File: src/rtl/serial_pattern_source_pkg.sv
// Shared definitions for the serial pattern source: FSM encoding and default sizes.
package serial_pattern_source_pkg;

   typedef enum logic {
      S_IDLE = 1'b0,
      S_RUN  = 1'b1
   } state_t;

   localparam int DEF_WIDTH = 16;
   localparam int DEF_LEN_W = 5;

endpackage

File: src/rtl/serial_pattern_source_shreg.sv
// Loadable right-shift register with a private capture copy so repeat mode can reload itself.
module serial_pattern_source_shreg #(
   parameter int WIDTH = 16
) (
   input  logic             i_clk,
   input  logic             i_rst,
   input  logic             i_load,
   input  logic             i_shift,
   input  logic             i_reload,
   input  logic             i_clear,
   input  logic [WIDTH-1:0] i_d,
   output logic             o_ser
);

   logic [WIDTH-1:0] r_q;
   logic [WIDTH-1:0] r_cap;

   always_ff @(posedge i_clk or posedge i_rst) begin
      if (i_rst) begin
         r_q   <= '0;
         r_cap <= '0;
      end else if (i_load) begin
         r_q   <= i_d;
         r_cap <= i_d;
      end else if (i_reload) begin
         r_q <= r_cap;
      end else if (i_clear) begin
         r_q <= '0;
      end else if (i_shift) begin
         r_q <= r_q >> 1;
      end
   end

   // Clearing on exit keeps the serial output low whenever the source is idle.
   assign o_ser = r_q[0];

endmodule

File: src/rtl/serial_pattern_source.sv
// Plays a captured parallel pattern out serially, LSB first, with one-shot/repeat modes and stop abort.
module serial_pattern_source
   import serial_pattern_source_pkg::*;
#(
   parameter int WIDTH = DEF_WIDTH,
   parameter int LEN_W = DEF_LEN_W
) (
   input  logic             CLK,
   input  logic             RESET,
   input  logic             load,
   input  logic [WIDTH-1:0] pattern,
   input  logic [LEN_W-1:0] length,
   input  logic             repeat_en,
   input  logic             stop,
   output logic             x,
   output logic             busy,
   output logic             done,
   output logic [LEN_W-1:0] bit_idx
);

   localparam logic [LEN_W-1:0] WIDTH_L = LEN_W'(WIDTH);

   function automatic logic [LEN_W-1:0] clamp_len(input logic [LEN_W-1:0] len);
      return (len > WIDTH_L) ? WIDTH_L : len;
   endfunction

   state_t           r_state;
   state_t           w_next;
   logic [LEN_W-1:0] r_len;
   logic [LEN_W-1:0] r_idx;
   logic             r_rep;
   logic             r_done;
   logic             w_accept;
   logic             w_last;
   logic             w_load;
   logic             w_shift;
   logic             w_reload;
   logic             w_clear;
   logic             w_ser;

   assign w_accept = (r_state == S_IDLE) && load && !stop && (length != '0);
   assign w_last   = (r_idx == r_len - LEN_W'(1));

   always_ff @(posedge CLK or posedge RESET) begin
      if (RESET) r_state <= S_IDLE;
      else       r_state <= w_next;
   end

   always_comb begin
      w_next = r_state;
      case (r_state)
         S_IDLE:  if (w_accept) w_next = S_RUN;
         S_RUN:   if (stop || (w_last && !r_rep)) w_next = S_IDLE;
         default: w_next = S_IDLE;
      endcase
   end

   always_comb begin
      w_load   = 1'b0;
      w_shift  = 1'b0;
      w_reload = 1'b0;
      w_clear  = 1'b0;
      case (r_state)
         S_IDLE: w_load = w_accept;
         S_RUN: begin
            w_shift  = !stop && !w_last;
            w_reload = !stop && w_last && r_rep;
            w_clear  = stop || (w_last && !r_rep);
         end
         default: w_clear = 1'b1;
      endcase
   end

   // Index restarts at zero on accept, wrap, and exit, so idle always reads 0.
   always_ff @(posedge CLK or posedge RESET) begin
      if (RESET) begin
         r_len  <= '0;
         r_idx  <= '0;
         r_rep  <= 1'b0;
         r_done <= 1'b0;
      end else begin
         r_done <= (r_state == S_RUN) && !stop && w_last && !r_rep;
         r_idx  <= w_shift ? r_idx + LEN_W'(1) : '0;
         if (w_accept) begin
            r_len <= clamp_len(length);
            r_rep <= repeat_en;
         end
      end
   end

   serial_pattern_source_shreg #(
      .WIDTH(WIDTH)
   ) u_shreg (
      .i_clk    (CLK),
      .i_rst    (RESET),
      .i_load   (w_load),
      .i_shift  (w_shift),
      .i_reload (w_reload),
      .i_clear  (w_clear),
      .i_d      (pattern),
      .o_ser    (w_ser)
   );

   assign x       = w_ser;
   assign busy    = (r_state == S_RUN);
   assign done    = r_done;
   assign bit_idx = r_idx;

endmodule

File: config.mk
export PLATFORM = sky130hd
export DESIGN_NAME = serial_pattern_source
export DESIGN_NICKNAME = d
export VERILOG_FILES = /design/src/rtl/serial_pattern_source_pkg.sv /design/src/rtl/serial_pattern_source_shreg.sv /design/src/rtl/serial_pattern_source.sv
export SDC_FILE = /design/constraint.sdc
export NUM_CORES = 1
export LEC_CHECK = 0
export CAP_MARGIN = 25
export CORE_MARGIN = 1
export CORE_UTILIZATION = 58
export CTS_CLUSTER_SIZE = 30
export DETAILED_ROUTE_END_ITERATION = 10
export GPL_TIMING_DRIVEN = 0
export PLACE_DENSITY = 0.85
export SYNTH_ARGS = -nofsm -noshare
export SYNTH_HDL_FRONTEND = slang
export SYNTH_SLANG_ARGS = --single-unit
File: constraint.sdc
create_clock -name CLK -period 5.1 [get_ports CLK]
set_clock_uncertainty 0.15 [all_clocks]
set_input_delay 0.765 -clock CLK [delete_from_list [all_inputs] [get_ports CLK]]
set_output_delay 0.765 -clock CLK [all_outputs]
set_load 0.01 [all_outputs]
Yosys cells after proc, flatten, opt, wreduce, memory -nomap -nowiden --
Index checks and enable logic that the tools add are counted.
Operators by class: muxes and demuxes 13, $lt $le $gt $ge 1, bitwise operators 1, $mul 0, add/sub/neg operators 2, shift-type cells 0, equal/unequal tests 1, reduce and logical (&&, ||, !) cells 16, div/mod/pow operators 0
Operators with widths (count):
- 16-bit 2-to-1 mux | 4
- 1-bit logical AND | 10
- 5-bit 2-to-1 mux | 2
- 1-bit 2-to-1 mux | 6
- 5-bit by 1-bit adder with 5-bit output, second input constant | 1
- 5-bit == test | 1
- 5-bit > comparator, second input constant | 1
- 5-bit nonzero test | 1
- 5-bit by 1-bit subtractor with 5-bit output, second input constant | 1
- 4-bit nonzero test | 1
- 1-bit logical NOT | 3
- 1-bit one-hot mux with 2 select lines | 1
- 1-bit logical OR | 1
- 1-bit inverter | 1
Storage, ports and cells: RAM bits 0, memories 0, bits in latches 0, bits of input ports 26, word-level logic and storage cells 41, bits in read-only memories 0, output and inout bits 8, register bits after elaboration 45

Depth between registers and ports, before layout --
Gate-level depths: netlist of run 1.
depth after elaboration 9, mapped depth 8, gate-level depth less buffers 7

Hierarchy --
Synthesis of run 1 repeated with hierarchy kept, for this count alone.
Unflattened totals: cell total of the unflattened synthesis 191, area total of the unflattened synthesis 2129.5 µm²
By module, submodules not included:
- serial_pattern_source_shreg | sequential area each 800.8 µm², area an instance 1410.1 µm², times used 1, cells each 123
- serial_pattern_source | sequential area each 325.3 µm², area an instance 719.4 µm², times used 1, cells each 68

Least setup slack after synthesis of run 1 --
OpenSTA, ideal clock, no wires.
kind input-to-reg, from input port length[0], to register u_shreg.r_q[1], cell stages on the path 7, setup time 0.134 ns, arrival time 2.035 ns, slack 2.780 ns, path buffers 2, required time 4.816 ns, cells stage by stage nor4_1 > a21o_1 > buf_2 > nand2_1 > clkbuf_1 > o21ai_0 > o32ai_1
On the way: word-level cells in the longest chain between the ends 4, elaborated cells on any way between the ends 5, those cells by class 2 x mux; 3 x reduce/logical
RTL lines:
- start: declaration | RTL line serial_pattern_source.sv:12 | input logic [LEN_W-1:0] length,
- 5-bit nonzero test * | RTL line serial_pattern_source.sv:41 | assign w_accept = (r_state == S_IDLE) && load && !stop && (length != '0);
- 1-bit logical AND * | RTL line serial_pattern_source.sv:41
- 1-bit 2-to-1 mux * | RTL line serial_pattern_source.sv:63 | case (r_state)
- 4-bit nonzero test (no source line) or 16-bit 2-to-1 mux (tied branches)
- end signal: assignment | RTL line serial_pattern_source_shreg.sv:23 | r_q <= i_d;
- end signal: assignment | RTL line serial_pattern_source_shreg.sv:26 | r_q <= r_cap;
- end signal: assignment | RTL line serial_pattern_source_shreg.sv:30 | r_q <= r_q >> 1;
- end: declaration | RTL line serial_pattern_source_shreg.sv:15 | logic [WIDTH-1:0] r_q;
Every way passes the cells marked *; elsewhere a longest branch is shown, timed or not. A chain may end at the register's enable or synchronous reset.

Worst setup path in the final report of run 1 --
from input port length[0], to register u_shreg.r_q[5]
Same word-level chain as after synthesis.

==> results of run 1 <==
==> worst max-delay path, delay by kind of cell <==
family | cells | cell delay [ns]
buffers and inverters | 3 | 0.87
and+or+nand+nor | 2 | 0.70
AOI/OAI and AO/OA | 3 | 0.58
==> synth_stat cells (2+ instances only) <==
| library cell | n | share of area (%) |
|---|---|---|
| a21o_1 | 10 | 3.3 |
| a21oi_1 | 11 | 2.4 |
| and2_1 | 2 | 0.56 |
| buf_2 | 2 | 0.44 |
| buf_4 | 2 | 0.67 |
| clkbuf_1 | 9 | 1.5 |
| dfrtp_1 | 45 | 50 |
| ha_1 | 2 | 1.1 |
| inv_1 | 6 | 1.0 |
| mux2i_1 | 5 | 2.2 |
| nand2_1 | 60 | 10 |
| nand2b_1 | 2 | 0.56 |
| nand3_1 | 6 | 1.3 |
| nand4_1 | 5 | 1.4 |
| nor2_1 | 17 | 2.8 |
| o21ai_0 | 19 | 4.2 |
| o221ai_1 | 5 | 1.9 |
| o32ai_1 | 9 | 3.5 |
| xnor2_1 | 5 | 1.9 |
| xor2_1 | 4 | 1.6 |
==> metal layers <==
layer  share of wire (%)  vias to the layer above  global-route usage [%]
met4                0.20                        0                    9.72
met1                  46                      918                    36.2
met2                  48                       58                    43.2
li1                    -                      935                       -
met3                 5.4                        2                    6.79
met5                   0                        -                       0
==> cell type report <==
type / count / share of cell area (%)
buffer: 14 / 2.28
clock buffer: 7 / 3.14
inverter: 7 / 0.957
multi-input combinational: 178 / 37.7
sequential: 45 / 41.0
tap: 48 / 2.19
timing repair buffer: 34 / 12.8
==> how the worst max path moves through the flow <==
| stage | startpoint | end | slack (ns) |
|---|---|---|---|
| 2_1_floorplan | length[0] | u_shreg.r_q[1] | 2.78 |
| 3_3_place_gp | stop | u_shreg.r_cap[14] | 1.96 |
| 3_5_place_dp | length[0] | u_shreg.r_q[5] | 1.95 |
| 4_1_cts | length[0] | u_shreg.r_q[5] | 2.25 |
| 5_1_grt | stop | u_shreg.r_cap[4] | 2.05 |
| 6_report | length[0] | u_shreg.r_q[5] | 2.21 |
==> placed cells by master (no fill, tap or decap), types with 2 or more instances in the layout <==
master / instances
a21o_1: 10
inv_1: 5
o32ai_1: 9
xor2_1: 4
buf_2: 2
nor2_1: 17
dfrtp_1: 45
o21ai_0: 19
nand3_1: 6
mux2i_1: 5
clkbuf_8: 6
ha_1: 2
clkdlybuf4s50_1: 33
o221ai_1: 5
and2_1: 2
nand4_1: 5
clkbuf_1: 10
a21oi_1: 11
nand2_1: 60
buf_4: 2
nand2b_1: 2
xnor2_1: 5
==> registers in the layout (all words and copies together) (netlist names) <==
register	cells
u_shreg.r_q	16
bit_idx	5
done	1
busy	1
r_rep	1
u_shreg.r_cap	16
r_len	5
==> logic make-up after synthesis <==
family	count (synthesis)
DFF	45
muxes	5
buffers and inverters	21
xor gates and xnor gates	9
AOI/OAI and AO/OA	65
adders and majority gates	2
and+or+nand+nor	97
==> power groups by stage <==
stage | Clock [mW] | Combinational (mW) | Sequential (mW)
5_1_grt | 0.244 | 0.307 | 0.505
2_1_floorplan | 0 | 0.197 | 0.487
6_report | 0.220 | 0.277 | 0.498
3_5_place_dp | 0 | 0.276 | 0.500
4_1_cts | 0.225 | 0.277 | 0.495
3_3_place_gp | 0 | 0.264 | 0.498
==> through the flow <==
| stage | utilization (%) | worst slack (ns) | instances |
|---|---|---|---|
| after CTS | 74.5 | 2.25 | 333 |
| after detailed placement | 72.1 | 1.95 | 326 |
| after global routing | 74.5 | 2.05 | 333 |
| after floorplan | - | 2.78 | 244 |
| after global placement | 71.6 | 1.96 | 325 |
| final | 74.5 | 2.21 | 333 |
==> reports/metrics.json, run 1 <==
{
  "detail_route.iter0.violations": {"value": 171},
  "dieArea": {"value": 0.00413, "unit": "sq mm"},
  "maxCapViolCount": {"value": 0},
  "detailed_router_iteration_count_before_antenna_repair": {"value": 4},
  "remaining_global_route_overflow": {"value": 0},
  "r2r_slack": {"value": 2.48, "unit": "ns"},
  "placementRows": {"value": 22},
  "grt_first_pass_wirelength": {"value": 8510, "unit": "um"},
  "cts_resized": {"value": 0},
  "postLayoutCellArea": {"value": 0.00275, "unit": "sq mm"},
  "main_combinational_cell_family_by_area_after_synthesis": {"value": "compound AO/OA/AOI/OAI gates"},
  "synth_enable_flop_cells": {"value": 0},
  "tritoncts": {"value": "built"},
  "final-max-slew-violation-count": {"value": 0},
  "dpl.hpwl": {"value": 3420, "unit": "um"},
  "mappedNetlistNets": {"value": 272},
  "ys.flop_type": {"value": "dfrtp_1"},
  "synth_compound_gate_area_share": {"value": 21.1, "unit": "%"},
  "sequential_cell_area": {"value": 0.00113, "unit": "sq mm"},
  "maxClockFrequency": {"value": 346, "unit": "MHz"},
  "run_status": {"value": "complete, no violations"},
  "synth_seq_cells": {"value": 45},
  "crit_chain": {"value": "clkdlybuf4s50_1 -> nor4_1 -> a21o_1 -> buf_2 -> nand2_1 -> clkbuf_1 -> o21ai_0 -> o32ai_1"},
  "total_power": {"value": 995, "unit": "uW"},
  "grt_pass1_vias": {"value": 1833},
  "switching_share": {"value": 32.3, "unit": "%"},
  "setup.worst_path.end_class": {"value": "register"},
  "setup_viol": {"value": 0},
  "cts_hold_repair.buffers": {"value": 0},
  "totalWireLength": {"value": 4950, "unit": "um"},
  "worst_path_slowest_cell": {"value": "nor4_1"},
  "worstHoldStart": {"value": "u_shreg.r_cap[15]"},
  "dieWidth": {"value": 64.3, "unit": "um"},
  "netSwitchingPower": {"value": 321, "unit": "uW"},
  "detailed_place.area": {"value": 0.00266, "unit": "sq mm"},
  "vdd.ir_drop.worst": {"value": 0.236, "unit": "mV"},
  "fp.coreArea": {"value": 0.00369, "unit": "sq mm"},
  "synthArstFlopShare": {"value": 100, "unit": "%"},
  "finalCritPeriodShare": {"value": 56.7, "unit": "%"},
  "post-cts-setup-buffers": {"value": 0},
  "power.share.clock": {"value": 22.1, "unit": "%"},
  "critical_path_class": {"value": "input pin to register"},
  "post_synth.cell_area_avg": {"value": 9.22, "unit": "sq um"},
  "power.leakage": {"value": 1.26, "unit": "nW"},
  "synth_xor_area_share": {"value": 3.50, "unit": "%"},
  "slew_headroom": {"value": 50.7, "unit": "%"},
  "route.detailed.wl_per_inst": {"value": 14.9, "unit": "um"},
  "remaining_drc_errors": {"value": 0},
  "multiInputGateArea": {"value": 0.00103, "unit": "sq mm"},
  "synth_adder_area_share": {"value": 1.11, "unit": "%"},
  "r2r_worst_path_depth": {"value": 8},
  "min_delay_path_depth": {"value": 2},
  "rsz0062_at_grt": {"value": "false"},
  "synthMuxAreaShare": {"value": 2.22, "unit": "%"},
  "worst_setup_hold_path_clk_slew": {"value": 0.08, "unit": "ns"},
  "buffer_ports.inserted": {"value": 33},
  "netlist_instances": {"value": 244},
  "ys_types": {"value": 38},
  "drt-vias-per-instance": {"value": 5.74},
  "gp_congestion": {"value": 0.812},
  "worst-endpoint-arrival": {"value": 2.91, "unit": "ns"},
  "cts.path.max_buffers": {"value": 2},
  "fin_crit": {"value": 2.89, "unit": "ns"},
  "design.final.nets": {"value": 313},
  "r2r_start": {"value": "r_len[0]"},
  "critical_r2r_capture": {"value": "u_shreg.r_q[8]"},
  "yosys.area_share.simple": {"value": 18.0, "unit": "%"},
  "maximum_number_of_pins_on_one_net_before_global_route_repair": {"value": 36},
  "vias": {"value": 1913},
  "clock_sink_count": {"value": 45},
  "crit_path_max_fanout": {"value": 10},
  "netlist_area": {"value": 0.00225, "unit": "sq mm"},
  "final.hold.worst_slack": {"value": 0.331, "unit": "ns"},
  "timing.hold.worst.class": {"value": "register to register"},
  "starting_density_of_the_core": {"value": 61.0, "unit": "%"},
  "p_int": {"value": 674, "unit": "uW"},
  "antenna_found_initial": {"value": 0},
  "fin_tns_setup": {"value": 0, "unit": "ns"},
  "post_route_cells_drive_above_1_share": {"value": 5.61, "unit": "%"},
  "yosysWarningCount": {"value": 0},
  "pin_count": {"value": 34},
  "min_delay_worst_endpoint": {"value": "u_shreg.r_cap[15]"},
  "cellPowerDensity": {"value": 362, "unit": "mW/mm^2"},
  "worst-endpoint-required": {"value": 5.12, "unit": "ns"},
  "critical_path.max_stage_delay": {"value": 0.54, "unit": "ns"},
  "fill_cells": {"value": 284},
  "areaGrowthSynthToFinish": {"value": 22.1, "unit": "%"},
  "seq_power_share": {"value": 50.0, "unit": "%"},
  "tightestPinTransition": {"value": 0.740, "unit": "ns"},
  "die_height": {"value": 64.3, "unit": "um"},
  "seq_area_frac_synth": {"value": 50.1, "unit": "%"},
  "clk_latency": {"value": 0.29, "unit": "ns"},
  "htree_levels": {"value": 2},
  "numCtsBuffers": {"value": 5},
  "groute.usage.overall": {"value": 27.2, "unit": "%"},
  "clock-root-buffer": {"value": "clkbuf_8"},
  "route.antenna.remaining_nets": {"value": 0},
  "n_antenna_cell": {"value": 0},
  "startpoint_type": {"value": "input pin"},
  "comb_power_share": {"value": 27.8, "unit": "%"},
  "final-hold-violation-count": {"value": 0}
}
(Power assumes the default switching activity.)
==> run 2, diff against run 1 <==
CORE_UTILIZATION = 53   (was 58)
PLACE_DENSITY = 0.78   (was 0.85)
clock period = 3 ns   (was 5.1 ns; I/O delays follow)
==> reports/metrics.json, run 2 (synthesis results as in run 1) <==
{
  "cts_hold_repair.buffers": {"value": 0},
  "clk_latency": {"value": 0.31, "unit": "ns"},
  "n_antenna_cell": {"value": 0},
  "placed_cells_incl_taps": {"value": 328},
  "maxCapViolCount": {"value": 0},
  "vdd.ir_drop.worst": {"value": 0.350, "unit": "mV"},
  "fin_tns_setup": {"value": 0, "unit": "ns"},
  "gr-max-usage-layer": {"value": "met2"},
  "numCtsBuffers": {"value": 5},
  "tightestPinTransition": {"value": 0.780, "unit": "ns"},
  "worst_slack_setup_final": {"value": 0.330, "unit": "ns"},
  "power.leakage": {"value": 1.27, "unit": "nW"},
  "final-hold-violation-count": {"value": 0},
  "route.antenna.remaining_nets": {"value": 0},
  "maximum_number_of_pins_on_one_net_before_global_route_repair": {"value": 26},
  "setup.worst_path.end_class": {"value": "register"},
  "fp.coreArea": {"value": 0.00403, "unit": "sq mm"},
  "areaGrowthSynthToFinish": {"value": 23.5, "unit": "%"},
  "post_route_cells_drive_above_1_share": {"value": 5.94, "unit": "%"},
  "post-cts-setup-buffers": {"value": 0},
  "rsz0062_at_grt": {"value": "false"},
  "critical_path_class": {"value": "register to register"},
  "total_power": {"value": 1.81, "unit": "mW"},
  "mostFrequentLayoutCells": {"value": "nand2_1 (60), dfrtp_1 (45), clkdlybuf4s50_1 (33)"},
  "worst_setup_hold_path_clk_slew": {"value": 0.09, "unit": "ns"},
  "die_height": {"value": 67.2, "unit": "um"},
  "biggestRegsByFlops": {"value": "u_shreg.r_cap (16), u_shreg.r_q (16)"},
  "groute.usage.overall": {"value": 26.3, "unit": "%"},
  "detailed_router_iteration_count_before_antenna_repair": {"value": 4},
  "fin_crit": {"value": 2.67, "unit": "ns"},
  "remaining_drc_errors": {"value": 0},
  "seq_power_share": {"value": 46.8, "unit": "%"},
  "grtUsageMet3": {"value": 4.90, "unit": "%"},
  "timing.hold.worst.class": {"value": "input pin to asynchronous set/reset pin"},
  "dieWidth": {"value": 67.2, "unit": "um"},
  "gp_congestion": {"value": 0.797},
  "startpoint_type": {"value": "register"},
  "setup_viol": {"value": 0},
  "r2r_slack": {"value": 0.33, "unit": "ns"},
  "switching_share": {"value": 31.7, "unit": "%"},
  "maxClockFrequency": {"value": 375, "unit": "MHz"},
  "cts_resized": {"value": 0},
  "vias": {"value": 1947},
  "totalWireLength": {"value": 5280, "unit": "um"},
  "run_status": {"value": "complete, no violations"},
  "final-max-slew-violation-count": {"value": 0},
  "route.detailed.wl_per_inst": {"value": 15.7, "unit": "um"},
  "fill_cells": {"value": 348},
  "dpl.hpwl": {"value": 3590, "unit": "um"},
  "design.final.nets": {"value": 313},
  "clock-root-buffer": {"value": "clkbuf_8"},
  "grt_first_pass_wirelength": {"value": 8630, "unit": "um"},
  "mostFrequentLayoutCell": {"value": "nand2_1"},
  "p_int": {"value": 1.23, "unit": "mW"},
  "gr-usage-met2": {"value": 41.0, "unit": "%"},
  "final_cell_count_no_fill": {"value": 336},
  "power.share.clock": {"value": 26.8, "unit": "%"},
  "worst-endpoint-arrival": {"value": 2.70, "unit": "ns"},
  "netSwitchingPower": {"value": 573, "unit": "uW"},
  "cellPowerDensity": {"value": 651, "unit": "mW/mm^2"},
  "starting_density_of_the_core": {"value": 55.8, "unit": "%"},
  "crit_path_max_fanout": {"value": 10},
  "groute.layer.met1.usage": {"value": 35.1, "unit": "%"},
  "comb_power_share": {"value": 26.4, "unit": "%"},
  "drt-vias-per-instance": {"value": 5.79},
  "placementRows": {"value": 23},
  "remaining_global_route_overflow": {"value": 0},
  "finalCritPeriodShare": {"value": 89.0, "unit": "%"},
  "htree_levels": {"value": 2},
  "slew_headroom": {"value": 48.0, "unit": "%"},
  "cts.path.max_buffers": {"value": 2},
  "dieArea": {"value": 0.00451, "unit": "sq mm"},
  "detail_route.iter0.violations": {"value": 152},
  "worst-endpoint-required": {"value": 3.03, "unit": "ns"},
  "buffer_ports.inserted": {"value": 33},
  "antenna_found_initial": {"value": 0},
  "pin_count": {"value": 34},
  "tritoncts": {"value": "built"},
  "clock_sink_count": {"value": 45},
  "grt_pass1_vias": {"value": 1837},
  "place_ws": {"value": 0.0993, "unit": "ns"}
}
==> run 2: cell type report <==
| class | count | area (sq um) | area share [%] |
|---|---|---|---|
| Multi-Input combinational cell | 178 | 1030 | 37.2 |
| Clock buffer | 7 | 86.3 | 3.11 |
| Buffer | 14 | 62.6 | 2.25 |
| Clock inverter | 1 | 30.0 | 1.08 |
| Sequential cell | 45 | 1130 | 40.5 |
| Timing Repair Buffer | 34 | 350 | 12.6 |
| Tap cell | 50 | 62.6 | 2.25 |
| Inverter | 7 | 26.3 | 0.946 |
==> run 2: worst paths after layout <==
kind                                    from  cells after the start           endpoint
setup / recovery                    r_len[0]                      8     u_shreg.r_q[2]
hold / removal                         RESET                      2         bit_idx[0]
setup reg to reg                    r_len[0]                      8     u_shreg.r_q[2]
hold reg to reg            u_shreg.r_cap[15]                      2  u_shreg.r_cap[15]
max in group asynchronous              RESET                      3   u_shreg.r_cap[5]
min in group CLK           u_shreg.r_cap[15]                      2  u_shreg.r_cap[15]
==> run 2: worst max-delay path, stage by stage (launching register included) <==
cell	delay, ns
dfrtp_1	0.39
inv_1	0.07
ha_1	0.24
xnor2_1	0.16
o2bb2ai_2	0.15
a2111oi_4	0.76
a311o_2	0.32
buf_4	0.20
o32ai_1	0.09
==> run 2: metrics by stage <==
stage	utilization (%)	hold slack, ns	area, sq um
6_report	69.0	0.316	2780
5_1_grt	69.0	0.352	2780
4_1_cts	69.0	0.327	2780
3_5_place_dp	66.1	0.307	2660
3_3_place_gp	65.6	0.300	2640
2_1_floorplan	-	0.282	2250
==> run 2: power by group through the flow <==
stage / Combinational (mW) / Sequential (mW) / Clock [mW]
after detailed placement: 0.474 / 0.851 / 0
after global placement: 0.452 / 0.848 / 0
after global routing: 0.534 / 0.861 / 0.507
after CTS: 0.479 / 0.842 / 0.490
after floorplan: 0.335 / 0.828 / 0
final: 0.477 / 0.846 / 0.485
==> run 2: layer usage <==
layer | wire [um] | vias up
li1 | - | 928
met1 | 2520 | 954
met2 | 2460 | 56
met3 | 212 | 9
met4 | 90 | 0
met5 | 0 | -
==> run 3, diff against run 2 <==
CORE_UTILIZATION = 45   (was 53)
PLACE_DENSITY = 0.68   (was 0.78)
==> reports/metrics.json, run 3 (synthesis results as in run 1) <==
{
  "detail_route.iter0.violations": {"value": 147},
  "route.antenna.remaining_nets": {"value": 0},
  "finalCritPeriodShare": {"value": 87.2, "unit": "%"},
  "antenna_found_initial": {"value": 0},
  "clk_latency": {"value": 0.30, "unit": "ns"},
  "startpoint_type": {"value": "input pin"},
  "design.final.nets": {"value": 313},
  "final-max-slew-violation-count": {"value": 0},
  "worst_slack_setup_final": {"value": 0.385, "unit": "ns"},
  "setup.worst_path.end_class": {"value": "register"},
  "placementRows": {"value": 25},
  "critical_r2r_capture": {"value": "u_shreg.r_q[4]"},
  "biggestRegsByFlops": {"value": "u_shreg.r_cap (16), u_shreg.r_q (16)"},
  "post-route-util": {"value": 58.1, "unit": "%"},
  "worst-endpoint-arrival": {"value": 2.64, "unit": "ns"},
  "grt_pass1_vias": {"value": 1790},
  "critical_path.max_stage_delay": {"value": 0.61, "unit": "ns"},
  "r2r_slack": {"value": 0.40, "unit": "ns"},
  "n_antenna_cell": {"value": 0},
  "fin_crit": {"value": 2.61, "unit": "ns"},
  "numCtsBuffers": {"value": 5},
  "final.hold.worst_slack": {"value": 0.236, "unit": "ns"},
  "grt_first_pass_wirelength": {"value": 8760, "unit": "um"},
  "maxCapViolCount": {"value": 0},
  "groute.usage.overall": {"value": 21.7, "unit": "%"},
  "clock_sink_count": {"value": 45},
  "totalWireLength": {"value": 5250, "unit": "um"},
  "dieWidth": {"value": 72.7, "unit": "um"},
  "post-cts-setup-buffers": {"value": 0},
  "fin_tns_setup": {"value": 0, "unit": "ns"},
  "cts.path.max_buffers": {"value": 2},
  "critical-path-top-delay-family": {"value": "buffers and inverters"},
  "timing.hold.worst.class": {"value": "input pin to asynchronous set/reset pin"},
  "dpl.hpwl": {"value": 3660, "unit": "um"},
  "power.leakage": {"value": 1.26, "unit": "nW"},
  "vias": {"value": 1896},
  "htree_levels": {"value": 2},
  "gp_congestion": {"value": 0.777},
  "maximum_number_of_pins_on_one_net_before_global_route_repair": {"value": 36},
  "critical_path_class": {"value": "input pin to register"},
  "detailed_router_iteration_count_before_antenna_repair": {"value": 6},
  "worst-endpoint-required": {"value": 3.02, "unit": "ns"},
  "cts_resized": {"value": 0},
  "worst_path_slowest_cell": {"value": "nor4_1"},
  "tritoncts": {"value": "built"},
  "cts_hold_repair.buffers": {"value": 0},
  "crit_chain": {"value": "clkdlybuf4s50_1 -> nor4_1 -> a21o_1 -> buf_2 -> nand2_1 -> clkbuf_1 -> o21ai_0 -> o32ai_1"},
  "run_status": {"value": "complete, no violations"},
  "r2r_worst_path_depth": {"value": 8},
  "die_height": {"value": 72.7, "unit": "um"},
  "cellPowerDensity": {"value": 608, "unit": "mW/mm^2"},
  "rsz0062_at_grt": {"value": "false"},
  "postLayoutCellArea": {"value": 0.00276, "unit": "sq mm"},
  "worst_setup_hold_path_clk_slew": {"value": 0.08, "unit": "ns"},
  "areaGrowthSynthToFinish": {"value": 22.9, "unit": "%"},
  "tightestPinTransition": {"value": 0.735, "unit": "ns"},
  "final-hold-violation-count": {"value": 0},
  "clock-root-buffer": {"value": "clkbuf_8"},
  "remaining_global_route_overflow": {"value": 0},
  "pin_count": {"value": 34},
  "slew_headroom": {"value": 51.0, "unit": "%"},
  "crit_path_max_fanout": {"value": 10},
  "buffer_ports.inserted": {"value": 33},
  "fp.coreArea": {"value": 0.00475, "unit": "sq mm"},
  "starting_density_of_the_core": {"value": 47.3, "unit": "%"},
  "mostFrequentLayoutCell": {"value": "nand2_1"},
  "remaining_drc_errors": {"value": 0},
  "detailed_place.area": {"value": 0.00268, "unit": "sq mm"},
  "fill_cells": {"value": 433},
  "place_ws": {"value": 0.104, "unit": "ns"},
  "crit_buf_inv": {"value": 3},
  "maxClockFrequency": {"value": 382, "unit": "MHz"},
  "r2r_start": {"value": "r_len[0]"},
  "vdd.ir_drop.worst": {"value": 0.276, "unit": "mV"},
  "drt-vias-per-instance": {"value": 5.37},
  "dieArea": {"value": 0.00529, "unit": "sq mm"},
  "route.detailed.wl_per_inst": {"value": 14.9, "unit": "um"},
  "post_route_cells_drive_above_1_share": {"value": 5.24, "unit": "%"},
  "mostFrequentLayoutCells": {"value": "nand2_1 (60), dfrtp_1 (45), clkdlybuf4s50_1 (33)"},
  "setup_viol": {"value": 0}
}
-- run 3: cell types whose count changed in the layout (fill, tap and decap cells not counted), sizes merged --
cell and delta:
bufinv -1, clkbuf +1
-- run 3: through the flow --
stage | std cells | total power [mW]
global placement | 344 | 1.30
finish | 353 | 1.68
detailed placement | 345 | 1.32
global route | 353 | 1.78
CTS | 353 | 1.69
floorplan | 244 | 1.16
-- run 3: area by class of cell --
cell class,count,area (sq um),area share (%)
multi-input cells,178,1030,37.4
repair buffers,34,350,12.7
inverters,7,26.3,0.951
plain buffers,14,62.6,2.26
clock buffers,8,80.1,2.90
well taps,67,83.8,3.03
flip-flops and latches,45,1130,40.7
-- run 3: worst max path at each step --
stage / cells after the start / endpoint / from
global placement: 8 / u_shreg.r_cap[14] / stop
global route: 8 / u_shreg.r_q[2] / length[1]
finish: 8 / u_shreg.r_q[3] / length[1]
detailed placement: 8 / u_shreg.r_cap[5] / stop
CTS: 8 / u_shreg.r_q[8] / r_len[0]
floorplan: 8 / u_shreg.r_q[1] / r_len[0]
-- run 3: worst register-to-register path, cell delays in order, from the launching register on --
cell and delay [ns]:
dfrtp_1 0.39, inv_1 0.08, ha_1 0.30, xor2_1 0.13, nand2_1 0.11, a2111oi_4 0.72, a311o_2 0.30, buf_4 0.20
o32ai_1 0.09
-- run 3: layer usage --
metal  global-route usage (%)  vias to the layer above  part of all wire, %
li1                         -                      934                    -
met1                     30.0                      904                   46
met2                     35.3                       52                   48
met3                     4.56                        6                  5.3
met4                     4.58                        0                  1.1
met5                        0                        -                    0
-- run 3: report_power, final --
group          total [mW]  switching, mW  leakage, nW  internal (mW)
Sequential          0.841         0.0942        0.572          0.747
Clock               0.369          0.203       0.0395          0.166
Combinational       0.469          0.253        0.644          0.216
Total                1.68          0.551         1.26           1.13
